===== src/rtl/cpu_run_ctrl_pkg.sv =====
// Shared encodings for the CPU run/halt/step controller: FSM states, halt causes
// and the instruction word that stops the CPU.
package cpu_run_ctrl_pkg;

  typedef enum logic [1:0] {
    ST_RST  = 2'd0,
    ST_HALT = 2'd1,
    ST_RUN  = 2'd2,
    ST_STEP = 2'd3
  } state_t;

  typedef enum logic [1:0] {
    CAUSE_MAN  = 2'd0,
    CAUSE_BP   = 2'd1,
    CAUSE_EBRK = 2'd2,
    CAUSE_STEP = 2'd3
  } cause_t;

  localparam logic [31:0] EBREAK_INSN = 32'h0010_0073;

endpackage


===== src/rtl/cpu_run_ctrl_if.sv =====
// Board/CPU-facing signal bundle of the run controller; the slave side is the
// controller itself, the master side is the board buttons plus the CPU.
interface cpu_run_ctrl_if #(
  parameter int CNT_W = 32
);
  logic             run_btn;
  logic             step_btn;
  logic             halt_btn;
  logic             bp_en;
  logic [31:0]      bp_addr;
  logic [31:0]      pc;
  logic [31:0]      instr;
  logic             cpu_reset;
  logic             cpu_ce;
  logic             halted;
  logic [1:0]       halt_cause;
  logic [CNT_W-1:0] instret;

  modport slave (
    input  run_btn, step_btn, halt_btn, bp_en, bp_addr, pc, instr,
    output cpu_reset, cpu_ce, halted, halt_cause, instret
  );

  modport master (
    output run_btn, step_btn, halt_btn, bp_en, bp_addr, pc, instr,
    input  cpu_reset, cpu_ce, halted, halt_cause, instret
  );
endinterface


===== src/rtl/cpu_run_ctrl_btn_pulse.sv =====
// Raw push-button to single-cycle pulse: two-flop synchroniser followed by a
// registered rising-edge detector (pulse appears three clocks after the edge).
module btn_pulse (
  input  logic i_clock,
  input  logic i_reset,
  input  logic i_btn,
  output logic o_pulse
);

  logic r_sync1;
  logic r_sync2;
  logic r_prev;
  logic r_pulse;

  always_ff @(posedge i_clock or negedge i_reset) begin
    if (!i_reset) begin
      r_sync1 <= 1'b0;
      r_sync2 <= 1'b0;
      r_prev  <= 1'b0;
      r_pulse <= 1'b0;
    end else begin
      r_sync1 <= i_btn;
      r_sync2 <= r_sync1;
      r_prev  <= r_sync2;
      r_pulse <= r_sync2 & ~r_prev;
    end
  end

  assign o_pulse = r_pulse;

endmodule


===== src/rtl/cpu_run_ctrl.sv =====
// Run/halt/single-step sequencer for the single-cycle RV32I CPU: holds the CPU in
// reset after power-up, gates commits through cpu_ce and counts retired instructions.
module cpu_run_ctrl
  import cpu_run_ctrl_pkg::*;
#(
  parameter int unsigned RST_CYCLES = 4,
  parameter int          CNT_W      = 32,
  parameter logic [31:0] EBREAK     = EBREAK_INSN
) (
  input  logic         i_clock,
  input  logic         i_reset,
  cpu_run_ctrl_if.slave bus
);

  localparam int RC_W = (RST_CYCLES > 1) ? $clog2(RST_CYCLES) : 1;
  localparam logic [RC_W-1:0] RST_LAST = RC_W'(RST_CYCLES - 1);

  state_t           r_state;
  state_t           w_state_nx;
  cause_t           r_cause;
  cause_t           w_cause_nx;
  logic [RC_W-1:0]  r_rst_cnt;
  logic             r_skip_bp;
  logic [CNT_W-1:0] r_instret;
  logic             w_ce;
  logic             w_run_p;
  logic             w_step_p;
  logic             w_halt_p;
  logic             w_bp_hit;
  logic             w_eb_hit;
  logic             w_unused_lsb;

  function automatic logic [CNT_W-1:0] sat_inc(input logic [CNT_W-1:0] v);
    return (&v) ? v : v + 1'b1;
  endfunction

  btn_pulse u_run  (.i_clock(i_clock), .i_reset(i_reset), .i_btn(bus.run_btn),  .o_pulse(w_run_p));
  btn_pulse u_step (.i_clock(i_clock), .i_reset(i_reset), .i_btn(bus.step_btn), .o_pulse(w_step_p));
  btn_pulse u_halt (.i_clock(i_clock), .i_reset(i_reset), .i_btn(bus.halt_btn), .o_pulse(w_halt_p));

  // skip_bp lets a run resumed from a breakpoint commit the breakpoint instruction once
  assign w_bp_hit     = bus.bp_en && (bus.pc[31:2] == bus.bp_addr[31:2]) && !r_skip_bp;
  assign w_eb_hit     = (bus.instr == EBREAK);
  assign w_unused_lsb = ^{bus.pc[1:0], bus.bp_addr[1:0]};

  always_comb begin
    w_state_nx = r_state;
    w_cause_nx = r_cause;
    w_ce       = 1'b0;
    case (r_state)
      ST_RST: begin
        if (r_rst_cnt == RST_LAST) begin
          w_state_nx = ST_HALT;
          w_cause_nx = CAUSE_MAN;
        end
      end
      ST_HALT: begin
        if (w_run_p)       w_state_nx = ST_RUN;
        else if (w_step_p) w_state_nx = ST_STEP;
      end
      ST_RUN: begin
        if (w_halt_p) begin
          w_state_nx = ST_HALT;
          w_cause_nx = CAUSE_MAN;
        end else if (w_bp_hit) begin
          w_state_nx = ST_HALT;
          w_cause_nx = CAUSE_BP;
        end else if (w_eb_hit) begin
          w_state_nx = ST_HALT;
          w_cause_nx = CAUSE_EBRK;
        end else begin
          w_ce = 1'b1;
        end
      end
      ST_STEP: begin
        w_state_nx = ST_HALT;
        if (w_eb_hit) begin
          w_cause_nx = CAUSE_EBRK;
        end else begin
          w_cause_nx = CAUSE_STEP;
          w_ce       = 1'b1;
        end
      end
      default: w_state_nx = ST_RST;
    endcase
  end

  always_ff @(posedge i_clock or negedge i_reset) begin
    if (!i_reset) begin
      r_state   <= ST_RST;
      r_cause   <= CAUSE_MAN;
      r_rst_cnt <= '0;
      r_skip_bp <= 1'b0;
      r_instret <= '0;
    end else begin
      r_state <= w_state_nx;
      r_cause <= w_cause_nx;
      if (r_state == ST_RST && r_rst_cnt != RST_LAST) r_rst_cnt <= r_rst_cnt + 1'b1;
      if (r_state == ST_HALT && w_state_nx != ST_HALT) r_skip_bp <= 1'b1;
      else if (r_state == ST_RUN || r_state == ST_STEP) r_skip_bp <= 1'b0;
      if (w_ce) r_instret <= sat_inc(r_instret);
    end
  end

  // cpu_ce is combinational so a stop condition suppresses the commit in the same cycle
  assign bus.cpu_reset  = (r_state == ST_RST);
  assign bus.cpu_ce     = w_ce;
  assign bus.halted     = (r_state == ST_HALT);
  assign bus.halt_cause = r_cause;
  assign bus.instret    = r_instret;

endmodule


===== src/flat_wrapper.sv =====
// flat-port wrapper written by rule: the top's interface ports become plain ports
module cpu_run_ctrl_flat import cpu_run_ctrl_pkg::*;
#(
  parameter int unsigned RST_CYCLES = 4,
  parameter int          CNT_W      = 32,
  parameter logic [31:0] EBREAK     = EBREAK_INSN
)
  (i_clock, i_reset, bus_run_btn, bus_step_btn, bus_halt_btn, bus_bp_en, bus_bp_addr, bus_pc, bus_instr, bus_cpu_reset, bus_cpu_ce, bus_halted, bus_halt_cause, bus_instret);
  cpu_run_ctrl_if #(.CNT_W(CNT_W)) bus_i ();
  input  logic i_clock;
  input  logic i_reset;
  input wire logic [$bits(bus_i.run_btn)-1:0] bus_run_btn;
  input wire logic [$bits(bus_i.step_btn)-1:0] bus_step_btn;
  input wire logic [$bits(bus_i.halt_btn)-1:0] bus_halt_btn;
  input wire logic [$bits(bus_i.bp_en)-1:0] bus_bp_en;
  input wire logic [$bits(bus_i.bp_addr)-1:0] bus_bp_addr;
  input wire logic [$bits(bus_i.pc)-1:0] bus_pc;
  input wire logic [$bits(bus_i.instr)-1:0] bus_instr;
  output wire logic [$bits(bus_i.cpu_reset)-1:0] bus_cpu_reset;
  output wire logic [$bits(bus_i.cpu_ce)-1:0] bus_cpu_ce;
  output wire logic [$bits(bus_i.halted)-1:0] bus_halted;
  output wire logic [$bits(bus_i.halt_cause)-1:0] bus_halt_cause;
  output wire logic [$bits(bus_i.instret)-1:0] bus_instret;
  assign bus_i.run_btn = bus_run_btn;
  assign bus_i.step_btn = bus_step_btn;
  assign bus_i.halt_btn = bus_halt_btn;
  assign bus_i.bp_en = bus_bp_en;
  assign bus_i.bp_addr = bus_bp_addr;
  assign bus_i.pc = bus_pc;
  assign bus_i.instr = bus_instr;
  assign bus_cpu_reset = bus_i.cpu_reset;
  assign bus_cpu_ce = bus_i.cpu_ce;
  assign bus_halted = bus_i.halted;
  assign bus_halt_cause = bus_i.halt_cause;
  assign bus_instret = bus_i.instret;
  cpu_run_ctrl #(.RST_CYCLES(RST_CYCLES), .CNT_W(CNT_W), .EBREAK(EBREAK)) u_core (.i_clock(i_clock), .i_reset(i_reset), .bus(bus_i));
endmodule

===== config.mk =====
export PLATFORM = sky130hd
export DESIGN_NAME = cpu_run_ctrl_flat
export DESIGN_NICKNAME = d
export VERILOG_FILES = /design/src/rtl/cpu_run_ctrl_pkg.sv /design/src/rtl/cpu_run_ctrl_if.sv /design/src/rtl/cpu_run_ctrl_btn_pulse.sv /design/src/rtl/cpu_run_ctrl.sv /design/src/flat_wrapper.sv
export SDC_FILE = /design/constraint.sdc
export NUM_CORES = 1
export LEC_CHECK = 0
export CORE_MARGIN = 2
export CORE_UTILIZATION = 36
export DETAILED_ROUTE_END_ITERATION = 10
export GPL_TIMING_DRIVEN = 1
export PLACE_DENSITY = 0.85
export SLEW_MARGIN = 20
export SYNTH_ARGS = -nofsm -noshare
export SYNTH_HDL_FRONTEND = slang
export SYNTH_SLANG_ARGS = --single-unit

===== constraint.sdc =====
create_clock -name i_clock -period 2.3 [get_ports i_clock]
set_input_delay 0.575 -clock i_clock [delete_from_list [all_inputs] [get_ports i_clock]]
set_output_delay 0.575 -clock i_clock [all_outputs]
set_load 0.005 [all_outputs]

# Word level (Yosys, flattened, before mapping)
# Index checks and enable logic that the tools add are counted.
dict set report op_classes {
  add_sub_neg 2
  n_eq_ne 10
  n_mux 19
  bitwise 7
  reduce_logical 12
}
# cell count
set op_table {}
lappend op_table {{32-bit by 1-bit adder with 32-bit output, second input constant} 1}
lappend op_table {{32-bit by 21-bit == test with 1-bit output, second input constant} 1}
lappend op_table {{32-bit AND reduction} 1}
lappend op_table {{30-bit == test} 1}
lappend op_table {{2-bit two-way mux} 10}
lappend op_table {{2-bit case mux with 4 select lines} 1}
lappend op_table {{2-bit == test, second input constant} 3}
lappend op_table {{1-bit two-way mux} 6}
lappend op_table {{2-bit case mux with 3 select lines} 1}
lappend op_table {{1-bit logical AND} 4}
lappend op_table {{2-bit by 1-bit != test with 1-bit output, second input constant} 2}
lappend op_table {{4-bit by 2-bit != test with 1-bit output, second input constant} 1}
lappend op_table {{1-bit inverter} 4}
lappend op_table {{1-bit bitwise AND} 3}
lappend op_table {{3-bit AND reduction} 1}
lappend op_table {{3-bit nonzero test} 1}
lappend op_table {{2-bit by 1-bit adder with 2-bit output, second input constant} 1}
lappend op_table {{2-bit by 1-bit == test with 1-bit output, second input constant} 1}
lappend op_table {{2-bit logical NOT} 1}
lappend op_table {{2-bit != test, second input constant} 1}
lappend op_table {{1-bit case mux with 2 select lines} 1}
lappend op_table {{2-bit AND reduction} 1}
lappend op_table {{2-bit nonzero test} 1}
lappend op_table {{1-bit logical NOT} 1}
lappend op_table {{1-bit logical OR} 1}
dict set report totals {
  reg_bits 51
  in_bits 102
  output_inout_bits 37
  elab_cells 67
}

# Depth between registers and ports, before layout
# Gate-level depths: netlist (run 1).
dict set report logic_depth {
  ltp_word 9
  mapped_depth 9
  mapped_depth_nobuf 7
}

# Cells and area by module
# Synthesis (run 1) repeated with hierarchy kept, for this count alone.
dict set report unflattened {
  cells_unflattened 252
  hier_area_um2 2642.5
}
# module n_inst cells_per_inst area_each_um2 seq_area_each_um2
set by_module_without_submodules {}
lappend by_module_without_submodules {cpu_run_ctrl 1 237 2301.0 975.9}
lappend by_module_without_submodules {btn_pulse 3 5 113.9 100.1}

# Worst setup path before layout (run 1)
# OpenSTA, ideal clock, no wires.
dict set report synth_timing {
  path_type {reg-to-reg}
  from {register u_core.r_instret[3], in the netlist u_core.bus.instret[3]}
  to {register u_core.r_instret[12], in the netlist u_core.bus.instret[12]}
  setup_ns 0.126
  t_arrival_ns 2.118
  required_ns 2.174
  slack_ns 0.056
  path_stages_with_launch 10
  path_buffers 2
  synth_period_minus_slack_ns 2.244
  path_cell_list {dfrtp_1 and3_4 and4_4 and2_1 buf_6 and4_1 a2111oi_4 buf_4 nand3_1 xnor2_1}
}
dict set report synth_between {
  elab_chain_cells 3
  word_cells_on_any_way 4
  classes_between {add/sub: 1; bitwise: 1; reduce/logical: 2}
}
# item line_no
set synth_lines {}
lappend synth_lines {{start: declaration} cpu_run_ctrl.sv:24} ;# logic [CNT_W-1:0] r_instret;
lappend synth_lines {{start signal: assignment} cpu_run_ctrl.sv:101} ;# if (w_ce) r_instret <= sat_inc(r_instret);
lappend synth_lines {{branches (longest 3 deep; another with 32-bit by 1-bit adder with 32-bit output)} n/a}
# Several ways; the timed one is not identified.
# A chain may end at the register's enable or synchronous reset.

# Worst setup path after layout (run 1)
dict set report layout_timing {
  from {input port bus_instr[31]}
  to {output port bus_cpu_ce}
}
dict set report layout_between {
  elab_chain_cells 5
}
# item line_no
set layout_lines {}
lappend layout_lines {{start: declaration} flat_wrapper.sv:18} ;# input wire logic [$bits(bus_i.instr)-1:0] bus_instr;
lappend layout_lines {{32-bit by 21-bit == test with 1-bit output (*)} cpu_run_ctrl.sv:43} ;# assign w_eb_hit = (bus.instr == EBREAK);
lappend layout_lines {{1-bit two-way mux (*)} {cpu_run_ctrl.sv:68, cpu_run_ctrl.sv:77}}
lappend layout_lines {{1-bit two-way mux} cpu_run_ctrl.sv:65} ;# end else if (w_bp_hit) begin
lappend layout_lines {{1-bit two-way mux} cpu_run_ctrl.sv:62} ;# if (w_halt_p) begin
lappend layout_lines {{1-bit case mux with 2 select lines (*)} cpu_run_ctrl.sv:50} ;# case (r_state)
lappend layout_lines {{end: declaration} flat_wrapper.sv:20} ;# output wire logic [$bits(bus_i.cpu_ce)-1:0] bus_cpu_ce;
# Every way passes the cells marked *; elsewhere a longest branch is shown, timed or not.

==> flow_summary_export.csv, run 1 <==
group,metric,value,unit
synth,yosysUniqueCellTypes,33,
final_layout,most-common-layout-cells,"dfrtp_1, clkdlybuf4s50_1, buf_2, xor2_1, xnor2_1",
synth,syn-instance-count,238,
setup_path,end_kind,"output pin",
sta,fin_ws,-0.0893,ns
status,outcome,"finished, violations left",
final_layout,nets,508,
setup_path,path_cells,"clkdlybuf4s50_1, nor4_2, nand4_1, o21ai_2, a21oi_2, buf_2",
clock_network,root_buffer,"clkbuf_8",
setup_path,worstPathRequired,1.73,ns
final_layout,syn_to_final_growth,65.4,%
clock_network,cts_buffers,5,
synth,synth_top_area_frac,0.489,
drt,via_per_inst,4.89,
clock_network,htree_levels,2,
drt,wire_per_inst,15.5,um
grt,grtUsageTotal,0.189,
sta,finClkSkew,0.00868,ns
final_layout,multi_input_area,1370,sq um
floorplanning,io_pins,139,
clock_network,cts_sinks,51,
sta,worst_pin_slew,0.614,ns
sta,setup_viol,1,
sta,final-max-slew-violation-count,0,
sta,max_freq,419,MHz
clock_network,cts_tree,"built",
sta,hold_violations,0,
synth,synth_edf_count,0,
sta,period_needed,2.39,ns
floorplanning,fp.dieH,89.2,um
setup_path,max_stage_delay,0.42,ns
grt,grt_pass1_wl,11600,um
power,p_clk_frac,0.193,
synth,synth_area_leaders,"dfrtp_1, xor2_1, xnor2_1, nand4_1, nor4_1",
synth,avgSynthCellArea,11.0,sq um
placed_design,placed_cell_area,4280,sq um
clock_network,clk_path_buf_depth,2,
drt,drcViolationCount,0,
grt,overflow,0,
job,drv_cap,0,
final_layout,final_common_cell,"dfrtp_1",
status,failed_checks,"setup timing",
drt,postRouteAntennaNets,0,
placed_design,dp_hpwl,6090,um
floorplanning,initial_core_util,0.366,
power,p_total,2.84,mW
final_layout,design_area,4320,sq um
setup_path,start_kind,"input port",
clock_network,postCtsHoldBufs,0,
power,p_per_area,659,nW/um^2
power,seqPwrFrac,0.399,
setup_path,cp_slowest_cell,"clkdlybuf4s50_1",
power,power_switching,0.882,mW
drt,drt_wl_total,7820,um
placed_design,gp_routability_congestion,0.779,
sta,slew_headroom,0.591,
power,leakage,1.97,nW
final_layout,fill_cells,611,
synth,synthFlopType,"dfrtp_1",
power,p_int,1.96,mW
floorplanning,die_x,89.2,um
synth,synthArstFlopShare,1.00,
grt,antenna_found_initial,0,
setup_path,crit_type,"input port to output pin",
setup_path,critPathMaxFanout,2,
floorplanning,core,7140,sq um
clock_network,clk_pin_slew_worst_paths,0.09,ns
setup_path,cp.arrival,1.81,ns
synth,synth-seq-area-share,0.489,
sta,rsz0062_at_grt,"true",
power,comb_power_share,0.408,
final_layout,seq_area,1280,sq um
power,ir_worst_vdd,0.438,mV
drt,drt_iter0_drc,132,
synth,yosysWarnings,0,
final_layout,drive_gt1_frac,0.257,
drt,dr.pass1.iters,4,
synth,synth_top_area_cell,"dfrtp_1",
grt,grt_max_degree,27,
synth,ys_ff_latch,51,
drt,num_vias,2463,
power,p_sw_frac,0.310,
min_path,min_path_type,"input port to async pin",
clock_network,clock_latency,0.30,ns
grt,grt_pass1_vias,2523,
final_layout,postLayoutCoreUtil,0.605,
sta,period_share,1.04,
synth,syn-num-nets,342,
final_layout,diodes,0,
synth,syn-cell-area,2610,sq um
floorplanning,rows,31,
placed_design,portBuffers,134,
floorplanning,die_area,7950,sq um
timing repair:
item,4_1_cts,5_1_grt
endpoints found under the setup margin,33,6
setup buffers,1,1
pin swaps,53,21
resized for setup,220,23
cloned,0,1
kinds of logic (layout without fill, tap and decap cells):
family                   count (synthesis)  count (layout)  share of synthesized area
flip-flops                              51              51                      0.489
XOR/XNOR                                62              62                      0.208
buffers and inverters                   10             177                     0.0216
AND/OR/NAND/NOR                         96              96                      0.212
AO/OA/AOI/OAI                           15              15                     0.0517
adder cells (fa/ha/maj)                  2               2                    0.00958
multiplexers                             2               2                    0.00862
synth_stat cells (2+ instances only):
cell        n
nor2_1      5
nor2b_1     5
a21oi_1     2
buf_6       2
nor4b_1     2
ha_1        2
xnor2_1    29
inv_1       5
xor2_1     33
nand2_1    13
nand3_1    11
and2_1      3
and3_1     11
o21ai_0     6
a21o_1      2
nor3_1      6
nand4_1    22
nor4_1     12
mux2_2      2
dfrtp_1    51
a2111oi_4   2
power groups by stage:
stage	logic [mW]	registers [mW]	clock network, mW
floorplan	0.451	1.15	0
global placement	1.10	1.14	0
detailed placement	1.14	1.15	0
global route	1.26	1.16	0.602
CTS	1.11	1.13	0.566
finish	1.16	1.13	0.550
worst max-delay path, delay by kind of cell:
family | cells | cell delay, ns
and+or+nand+nor | 2 | 0.42
buffers and inverters | 2 | 0.56
AOI/OAI and AO/OA | 2 | 0.26
area by class of cell:
class | instances | area share
clock buffer | 8 | 0.0232
sequential | 51 | 0.296
tap | 99 | 0.0287
timing repair buffer | 164 | 0.331
inverter | 5 | 0.00435
multi-input combinational | 177 | 0.317
registers in the layout, summed over array words and instances, names as in the netlist:
| name | count |
|---|---|
| u_core.bus.halt_cause | 2 |
| u_core.bus.instret | 32 |
| u_core.r_rst_cnt | 2 |
| u_core.r_skip_bp | 1 |
| u_core.r_state | 2 |
| u_core.u_halt.o_pulse | 1 |
| u_core.u_halt.r_prev | 1 |
| u_core.u_halt.r_sync1 | 1 |
| u_core.u_halt.r_sync2 | 1 |
| u_core.u_run.o_pulse | 1 |
| u_core.u_run.r_prev | 1 |
| u_core.u_run.r_sync1 | 1 |
| u_core.u_run.r_sync2 | 1 |
| u_core.u_step.o_pulse | 1 |
| u_core.u_step.r_prev | 1 |
| u_core.u_step.r_sync1 | 1 |
| u_core.u_step.r_sync2 | 1 |
per-layer routing:
layer  vias up  wire, um  track usage
met4         0        99       0.0488
met5         -         0            0
met1      1182      3000        0.213
li1       1175         -            -
met3        10       683       0.0379
met2        96      4030        0.362
metrics by stage:
stage,worst slack [ns],std cells,hold slack [ns],setup TNS [ns]
floorplan,0.0565,238,0.279,0
global placement,-0.698,494,0.334,-14.45
detailed placement,-0.780,494,0.335,-15.83
CTS,-0.0628,503,0.288,-0.0628
finish,-0.0893,504,0.273,-0.0893
global route,-0.174,504,0.323,-0.513
path summary, 6_finish.rpt:
path,to,slack [ns],start,cells past startpoint
max,bus_cpu_ce,-0.09,bus_instr[31],6
min,u_core.bus.instret[21],0.27,i_reset,1
max reg2reg,u_core.bus.instret[27],0.18,u_core.bus.instret[9],9
min reg2reg,u_core.u_step.r_sync2,0.35,u_core.u_step.r_sync1,0
max in group asynchronous,u_core.bus.instret[13],1.46,i_reset,2
min in group i_clock,u_core.u_step.r_sync2,0.35,u_core.u_step.r_sync1,0
Power figures use the tool's default switching activity.
==> inputs of run 2 (changes only) <==
--- a/config.mk
+++ b/config.mk
@@ -5,6 +5,7 @@
 export SDC_FILE = /design/constraint.sdc
 export NUM_CORES = 1
 export LEC_CHECK = 0
+export ABC_CLOCK_PERIOD_IN_PS = 2300
 export CORE_MARGIN = 2
 export CORE_UTILIZATION = 36
 export DETAILED_ROUTE_END_ITERATION = 10
==> results of run 2 <==
Final layout, timing and power as in run 1 (identical DEF).
